--- src/rtl/instr_fetch_pkg.sv ---
// Shared constants for the instruction fetch unit: HALT opcode, opcode field
// bounds and the fetch FSM state encoding.
package instr_fetch_pkg;

  localparam logic [5:0] OPC_HALT = 6'b111111;
  localparam int         OPC_HI   = 31;
  localparam int         OPC_LO   = 26;

  typedef logic [1:0] fetch_state_t;

  localparam fetch_state_t ST_IDLE   = 2'd0;
  localparam fetch_state_t ST_WAIT   = 2'd1;
  localparam fetch_state_t ST_HALTED = 2'd2;

endpackage

--- src/rtl/fetch_fifo.sv ---
// Two-entry FIFO of fetched {pc, instr} words with synchronous push, pop and
// clear; clear wins over any push or pop in the same cycle.
module fetch_fifo #(
  parameter int W = 64
) (
  input  logic         clk,
  input  logic         rst,
  input  logic         push,
  input  logic         pop,
  input  logic         clear,
  input  logic [W-1:0] din,
  output logic [W-1:0] dout,
  output logic [1:0]   count
);

  logic [W-1:0] mem [2];
  logic         rd_ptr;
  logic         wr_ptr;

  always_ff @(posedge clk or posedge rst) begin
    if (rst) begin
      rd_ptr <= 1'b0;
      wr_ptr <= 1'b0;
      count  <= 2'd0;
    end else if (clear) begin
      rd_ptr <= 1'b0;
      wr_ptr <= 1'b0;
      count  <= 2'd0;
    end else begin
      if (push) wr_ptr <= ~wr_ptr;
      if (pop)  rd_ptr <= ~rd_ptr;
      case ({push, pop})
        2'b10:   count <= count + 2'd1;
        2'b01:   count <= count - 2'd1;
        default: count <= count;
      endcase
    end
  end

  // Storage needs no reset: entries are only visible through count.
  always_ff @(posedge clk) begin
    if (push && !clear) mem[wr_ptr] <= din;
  end

  assign dout = mem[rd_ptr];

endmodule

--- src/rtl/instr_fetch.sv ---
// Instruction fetch: one outstanding memory read, 2-deep {pc, instr} buffer to
// decode, flush redirect with response drop, and a sticky HALT on its delivery.
module instr_fetch
  import instr_fetch_pkg::*;
#(
  parameter int         ADDR_W   = 32,
  parameter int         DATA_W   = 32,
  parameter logic [5:0] HALT_OPC = OPC_HALT
) (
  input  logic              clk,
  input  logic              rst,
  input  logic [ADDR_W-1:0] pc_in,
  output logic              pc_stall,
  output logic              halt,
  input  logic              flush,
  output logic              imem_req,
  output logic [ADDR_W-1:0] imem_addr,
  input  logic              imem_gnt,
  input  logic              imem_rvalid,
  input  logic [DATA_W-1:0] imem_rdata,
  output logic              id_valid,
  input  logic              id_ready,
  output logic [DATA_W-1:0] id_instr,
  output logic [ADDR_W-1:0] id_pc
);

  fetch_state_t              state;
  logic                      drop;
  logic                      halt_pending;
  logic [ADDR_W-1:0]         req_pc;
  logic [1:0]                fifo_count;
  logic [ADDR_W+DATA_W-1:0]  fifo_dout;
  logic [2:0]                inflight;
  logic                      outstanding;
  logic                      flush_act;
  logic                      grant;
  logic                      resp;
  logic                      push;
  logic                      pop;
  logic                      push_is_halt;
  logic                      head_is_halt;

  // Once halted the unit no longer reacts to redirects.
  assign flush_act    = flush && (state != ST_HALTED);
  assign outstanding  = (state == ST_WAIT);
  assign inflight     = {1'b0, fifo_count} + {2'b00, outstanding};

  assign imem_addr    = pc_in;
  assign imem_req     = !rst && (state == ST_IDLE) && !flush && !halt_pending
                        && (inflight < 3'd2);
  assign grant        = imem_req && imem_gnt;
  assign pc_stall     = rst || (state == ST_HALTED) || !(flush || grant);

  assign resp         = outstanding && imem_rvalid;
  assign push         = resp && !drop && !flush_act;
  assign pop          = id_valid && id_ready && !flush_act;

  assign push_is_halt = (imem_rdata[OPC_HI:OPC_LO] == HALT_OPC);
  assign head_is_halt = (id_instr[OPC_HI:OPC_LO] == HALT_OPC);

  assign id_valid     = (fifo_count != 2'd0);
  assign id_pc        = fifo_dout[ADDR_W+DATA_W-1:DATA_W];
  assign id_instr     = fifo_dout[DATA_W-1:0];

  always_ff @(posedge clk or posedge rst) begin
    if (rst) begin
      state        <= ST_IDLE;
      drop         <= 1'b0;
      halt_pending <= 1'b0;
      halt         <= 1'b0;
      req_pc       <= '0;
    end else begin
      if (pop && head_is_halt) begin
        halt  <= 1'b1;
        state <= ST_HALTED;
      end else begin
        case (state)
          ST_IDLE: begin
            if (grant) begin
              state  <= ST_WAIT;
              req_pc <= pc_in;
            end
          end
          ST_WAIT: begin
            if (imem_rvalid) state <= ST_IDLE;
          end
          ST_HALTED: state <= ST_HALTED;
          default:   state <= ST_IDLE;
        endcase
      end

      // A response landing in the flush cycle is itself the one being dropped.
      if (resp)
        drop <= 1'b0;
      else if (flush_act && outstanding)
        drop <= 1'b1;

      if (flush_act)
        halt_pending <= 1'b0;
      else if (push && push_is_halt)
        halt_pending <= 1'b1;
    end
  end

  fetch_fifo #(
    .W(ADDR_W + DATA_W)
  ) u_fifo (
    .clk   (clk),
    .rst   (rst),
    .push  (push),
    .pop   (pop),
    .clear (flush_act),
    .din   ({req_pc, imem_rdata}),
    .dout  (fifo_dout),
    .count (fifo_count)
  );

endmodule

--- config.mk ---
export PLATFORM = sky130hd
export DESIGN_NAME = instr_fetch
export DESIGN_NICKNAME = d
export VERILOG_FILES = /design/src/rtl/instr_fetch_pkg.sv /design/src/rtl/fetch_fifo.sv /design/src/rtl/instr_fetch.sv
export SDC_FILE = /design/constraint.sdc
export NUM_CORES = 1
export LEC_CHECK = 0
export ABC_AREA = 1
export CAP_MARGIN = 5
export CORE_MARGIN = 8
export CORE_UTILIZATION = 49
export DETAILED_ROUTE_END_ITERATION = 10
export PLACE_DENSITY = 0.8
export SYNTH_ARGS = -nofsm -noshare
export SYNTH_HDL_FRONTEND = slang
export SYNTH_SLANG_ARGS = --single-unit
--- constraint.sdc ---
create_clock -name clk -period 5.2 [get_ports clk]
set_input_delay 0.78 -clock clk [delete_from_list [all_inputs] [get_ports clk]]
set_output_delay 0.78 -clock clk [all_outputs]
set_load 0.005 [all_outputs]
* Word-level counts from Yosys, hierarchy flattened *
Memories as Yosys holds them, arrays and structs flattened.
Index checks and enable logic that the tools add are counted.

storage, ports and cells
  register bits after elaboration = 41
  memory bits (writable) = 128
  input bits = 70
  output and inout port bits = 100
  logic and storage cells = 74
  memories = 1

memories
  name        depth  bits a word  rd ports  clocked after Yosys merged registers in  write ports  RTL line          RTL
  u_fifo.mem  2      64           1         0                                        1            fetch_fifo.sv:16  logic [W-1:0] mem [2];

operators by class
  add/subtract/negate cells = 3
  order comparisons = 1
  equality and inequality tests = 9
  muxes and demuxes = 16
  bitwise logic cells = 3
  reductions and logical operators = 33

operators with widths
  operator             number
  $logic_and 1x1->1    15
  $eq 6x6->1 const B   2
  $mux 1               10
  $reduce_bool 2->1    5
  $mux 2               4
  $logic_not 1->1      6
  $ne 3x2->1 const B   2
  $pmux 2 s3           1
  $eq 2x1->1 const B   2
  $eq 2x2->1 const B   2
  $pmux 2 s2           1
  $add 2x1->3          1
  $logic_or 1x1->1     3
  $lt 3x2->1 const B   1
  $not 1->1            3
  $reduce_and 3->1     1
  $reduce_bool 3->1    1
  $add 2x1->2 const B  1
  $logic_not 2->1      1
  $ne 2x2->1 const B   1
  $reduce_and 2->1     1
  $sub 2x1->2 const B  1

* Depth between registers and ports, before layout *
  depth after elaboration = 9
  gate-level depth with buffers = 11
  mapped depth without buffers = 9

* Hierarchy *
From an unflattened synthesis, not the netlist that was laid out.

unflattened totals
  cell total of the unflattened synthesis = 453
  area, all modules = 6,864.1 um2

by module, submodules not included
  module       instances  cells each  area an instance (um2)  sequential area each (um2)
  fetch_fifo   1          234         5,003.5                 3,943.8
  instr_fetch  1          219         1,860.5                 925.9

* Least setup slack after synthesis *
OpenSTA, ideal clock, no wires.

  path type = input to register
  start = input port flush
  end = memory u_fifo.mem[0][0] (enable)
  library setup time = 0.486 ns
  arrival = 3.874 ns
  data required time = 4.714 ns
  slack = 0.840 ns
  stages on the path = 5
  buffers on the path = 0
  cell sequence = nand2_1 -> inv_1 -> nor2_1 -> inv_1 -> nor2_1

between the ends
  word-level cells in the longest chain between the ends = 6

RTL lines
  what                            RTL line                             RTL
  from (decl)                     instr_fetch.sv:15                    input logic flush,
  $logic_and 1x1->1 *             instr_fetch.sv:44                    assign flush_act = flush && (state != ST_HALTED);
  $logic_not 1->1 *               fetch_fifo.sv:42, instr_fetch.sv:55
  $logic_and 1x1->1               instr_fetch.sv:55                    assign push = resp && !drop && !flush_act;
  $logic_and 1x1->1 *             fetch_fifo.sv:42                     if (push && !clear) mem[wr_ptr] <= din;
  $mux 1 *                        fetch_fifo.sv:42
  $mux 1 (not written as such) *  fetch_fifo.sv:42
  to (decl)                       fetch_fifo.sv:16

Every way passes the cells marked *; elsewhere a longest branch is shown, timed or not.

* Worst setup path in the final report *
  start = input port rst
  end = output port pc_stall

between the ends
  word-level cells in the longest chain between the ends = 9
  elaborated cells between the ends (all ways) = 10
  those cells by class = 10 x reduce/logical

RTL lines
  what                              RTL line           RTL
  from (decl)                       instr_fetch.sv:11  input logic rst,
  $logic_not 1->1 (no source line)  --
  $logic_and 1x1->1 (3 in series)   instr_fetch.sv:49  assign imem_req = !rst && (state == ST_IDLE) && !flush && !halt_pending
  $logic_and 1x1->1                 instr_fetch.sv:50  && (inflight < 3'd2);
  $logic_and 1x1->1                 instr_fetch.sv:51  assign grant = imem_req && imem_gnt;
  $logic_or 1x1->1                  instr_fetch.sv:52  assign pc_stall = rst || (state == ST_HALTED) || !(flush || grant);
  $logic_not 1->1                   instr_fetch.sv:52
  $logic_or 1x1->1 *                instr_fetch.sv:52
  to (decl)                         instr_fetch.sv:13  output logic pc_stall,

Marked as above.

==> results.md <==
* Syn nets at 651
* F_max at 290 MHz
* Synth-to-layout area growth at 34.0%
* Vias/cell at 4.98
* Overflow after GRT at 0
* Core area at 13300 sq um
* Final Wtd Congestion at 0.789
* Final wirelength at 15100 um
* Pins Over Slew Limit at 0
* Clock Skew at 0.00813 ns
* Hold Fails Final Rpt at 0
* Worst skew pair latency at 0.42 ns
* Slowest-stage cell, CP: clkdlybuf4s50_1
* Starting Density at 50.3%
* Number of fillers in the final layout at 969
* Critical Path RT at 4.42 ns
* Port bufs at 169
* Post-synthesis register bit count at 169
* Max Root-Sink Buffers at 2
* Worst path arrival time at 2.66 ns
* Flop2flop setup slack at 2.38 ns
* CP Class: primary input to primary output
* Largest area contributor in the netlist: edfxtp_1
* Final non-filler cell total at 910
* CTS tree: done
* Clk sink count at 169
* XOR/XNOR Fraction of Synth Area at 0%
* Pleak at 3.69 nW
* Placed Instances at 878
* Worst-path clk slew at 0.06 ns
* Post-synthesis mux area share at 0%
* TritonRoute pass-1 iters at 5
* Initial antenna violation count at 0
* Total track usage at 17.3%
* Via Count at 4529
* Worst Hold Class: register to register
* Drt drc at 0
* First-pass GRT wire length at 24100 um
* Max Cap Violations at 0
* PD cells at 467 nW/um^2
* Peak VDD IR at 0.224 mV
* Compound-Gate Fraction of Synth Area at 0.468%
* Die width at 133 um
* Row count at 42
* Seq/Total Area, Yosys at 72.8%
* Synth top area share at 57.5%
* Largest net degree at the start of global routing at 66
* Routed Antenna Nets at 0
* RSZ-0062 raised after global routing: no
* Tmin final at 3.44 ns
* Main combinational cell family by area after synthesis: simple AND/OR/NAND/NOR gates
* Synth cell types at 22
* Status: complete, no violations
* Total CTS buffers at 17
* Startpoint types: primary input
* Crit-path cells: clkdlybuf4s50_1 > inv_2 > nand3_1 > nor3b_4 > o21ai_0 > clkdlybuf4s50_1
* Routed len/inst at 16.6 um
* Layout Nets at 791
* Max FO, Critical Path at 21
* Post-synthesis simple-gate area fraction at 20.6%
* Hold_buf cts at 0
* Setup bufs post-CTS at 0
* Iter 0 DRT Violations at 293
* YS warnings at 0
* DP Wirelength at 10100 um
* Die height at 133 um
* Die ar. at 17600 sq um
* Adder-cell share of the synthesized area at 0%
* Antenna diodes at 0
* Root Driver: clkbuf_16
* Fin crit share at 66.2%
* CP dominant cell by count: clkdlybuf4s50_1
* Max_slew headroom at 21.7%
* Vias in the first global route at 4801
* Worst slew pin tran at 1.18 ns
* H-tree levels at 4
* Slowest stage delay, CP at 0.48 ns
* Post-Syn Area at 6690 sq um
* Mapped Cells at 581
* I/O Pins at 170
* Mean Syn Cell Area at 11.5 sq um
* Crit end category: primary output
* Setup TNS at 0 ns
* Top area cells in the synthesized netlist: edfxtp_1 (57%), dfrtp_1 (15%), nand2_1 (15%)
* PostCTS Resize Cnt at 0
* Share of cells above drive strength 1 at 7.63%
* Final setup viols at 0
==> final timing paths <==
check                                          start                           to  cells past startpoint
worst max-delay path                             rst                     pc_stall                      6
worst min-delay path                halt$_DFFE_PP0P_             halt$_DFFE_PP0P_                      2
worst min register to register      halt$_DFFE_PP0P_             halt$_DFFE_PP0P_                      2
worst max register to register  state[1]$_DFFE_PP0P_  u_fifo.mem[0][57]$_DFFE_PP_                      6
min in group asynchronous                        rst       req_pc[14]$_DFFE_PP0P_                      2
max in group asynchronous                        rst    u_fifo.rd_ptr$_DFFE_PP0P_                      3
==> per-layer routing <==
layer  up-vias  GRT usage [%]  wire [um]
met3        20           5.37       1340
met2       188           29.8       7570
met4         0           7.19        193
met5         -              0          0
met1      2158           19.6       6030
li1       2163              -          -
==> power by group <==
| group | internal (W) | switching, W | total [W] | leakage [nW] |
|---|---|---|---|---|
| registers | 0.00168 | 0.000120 | 0.00180 | 1.67 |
| clock network | 0.000863 | 0.000489 | 0.00135 | 0.310 |
| logic | 0.000505 | 0.000526 | 0.00103 | 1.72 |
| total | 0.00305 | 0.00114 | 0.00419 | 3.69 |
==> critical path: cells and delay by family <==
kind	cells	cell delay, ns
and+or+nand+nor	2	0.47
AOI/OAI and AO/OA	1	0.12
buffers and inverters	3	1.27
==> cells in the final DEF (no fill, tap or decap), types with 2 or more instances in the layout <==
cell             netlist  layout
clkbuf_8               0       2
nand2_2               10      10
nor2_4                 0       2
bufinv_16              0       4
nand2_1              270     270
edfxtp_1             128     128
inv_6                  0       2
inv_2                  1       2
nor2_2                 2       2
inv_1                 13      12
nor3_1                 2       2
nand2_4                2       2
nand3_1               36      36
clkdlybuf4s50_1        0     169
clkbuf_1               9       3
nor2_1                12      10
clkbuf_16              0      18
dfrtp_1               41      40
o21ai_0                4       4
buf_4                 36       7
clkinvlp_4             0       2
==> Yosys cell counts <==
cell / count
nand3_1: 36
clkbuf_1: 9
nand4_1: 1
nand2_2: 10
or2_1: 1
inv_1: 13
nor3b_4: 1
o22ai_1: 1
buf_4: 36
edfxtp_1: 128
nor2_1: 12
buf_1: 1
inv_2: 1
nand2_4: 2
nand2_1: 270
buf_6: 1
buf_2: 8
a21oi_1: 1
o21ai_0: 4
dfrtp_1: 41
nor2_2: 2
nor3_1: 2
==> flip-flops by register name, indices dropped and copies added (netlist names) <==
signal         count
u_fifo.wr_ptr      1
drop               1
u_fifo.mem       128
u_fifo.count       2
u_fifo.rd_ptr      1
halt_pending       1
halt               1
state              2
req_pc            32
==> logic make-up after synthesis <==
kind of cell,Yosys count
buf+inv,69
compound gates,6
simple gates,337
flops,169
==> cell type report <==
| cell class | count | area [sq um] | area share, % |
|---|---|---|---|
| Clock inverter | 9 | 161 | 1.80 |
| Tap cell | 176 | 220 | 2.46 |
| Inverter | 14 | 52.6 | 0.586 |
| Timing Repair Buffer | 176 | 1740 | 19.5 |
| Clock buffer | 23 | 489 | 5.46 |
| Sequential cell | 169 | 4870 | 54.3 |
| Multi-Input combinational cell | 343 | 1420 | 15.9 |
==> through the flow <==
stage / worst slack (ns) / cell area (sq um) / total power [W] / util [%] / hold WS (ns)
final: 1.76 / 8960 / 0.00419 / 67.4 / 0.471
after global placement: 1.76 / 8310 / 0.00282 / 62.5 / 0.451
after global routing: 1.61 / 8960 / 0.00439 / 67.4 / 0.483
after CTS: 1.72 / 8960 / 0.00422 / 67.4 / 0.475
after floorplan: 0.840 / 6690 / 0.00229 / - / 0.442
after detailed placement: 1.72 / 8310 / 0.00287 / 62.5 / 0.458
Power figures use the tool's default switching activity.
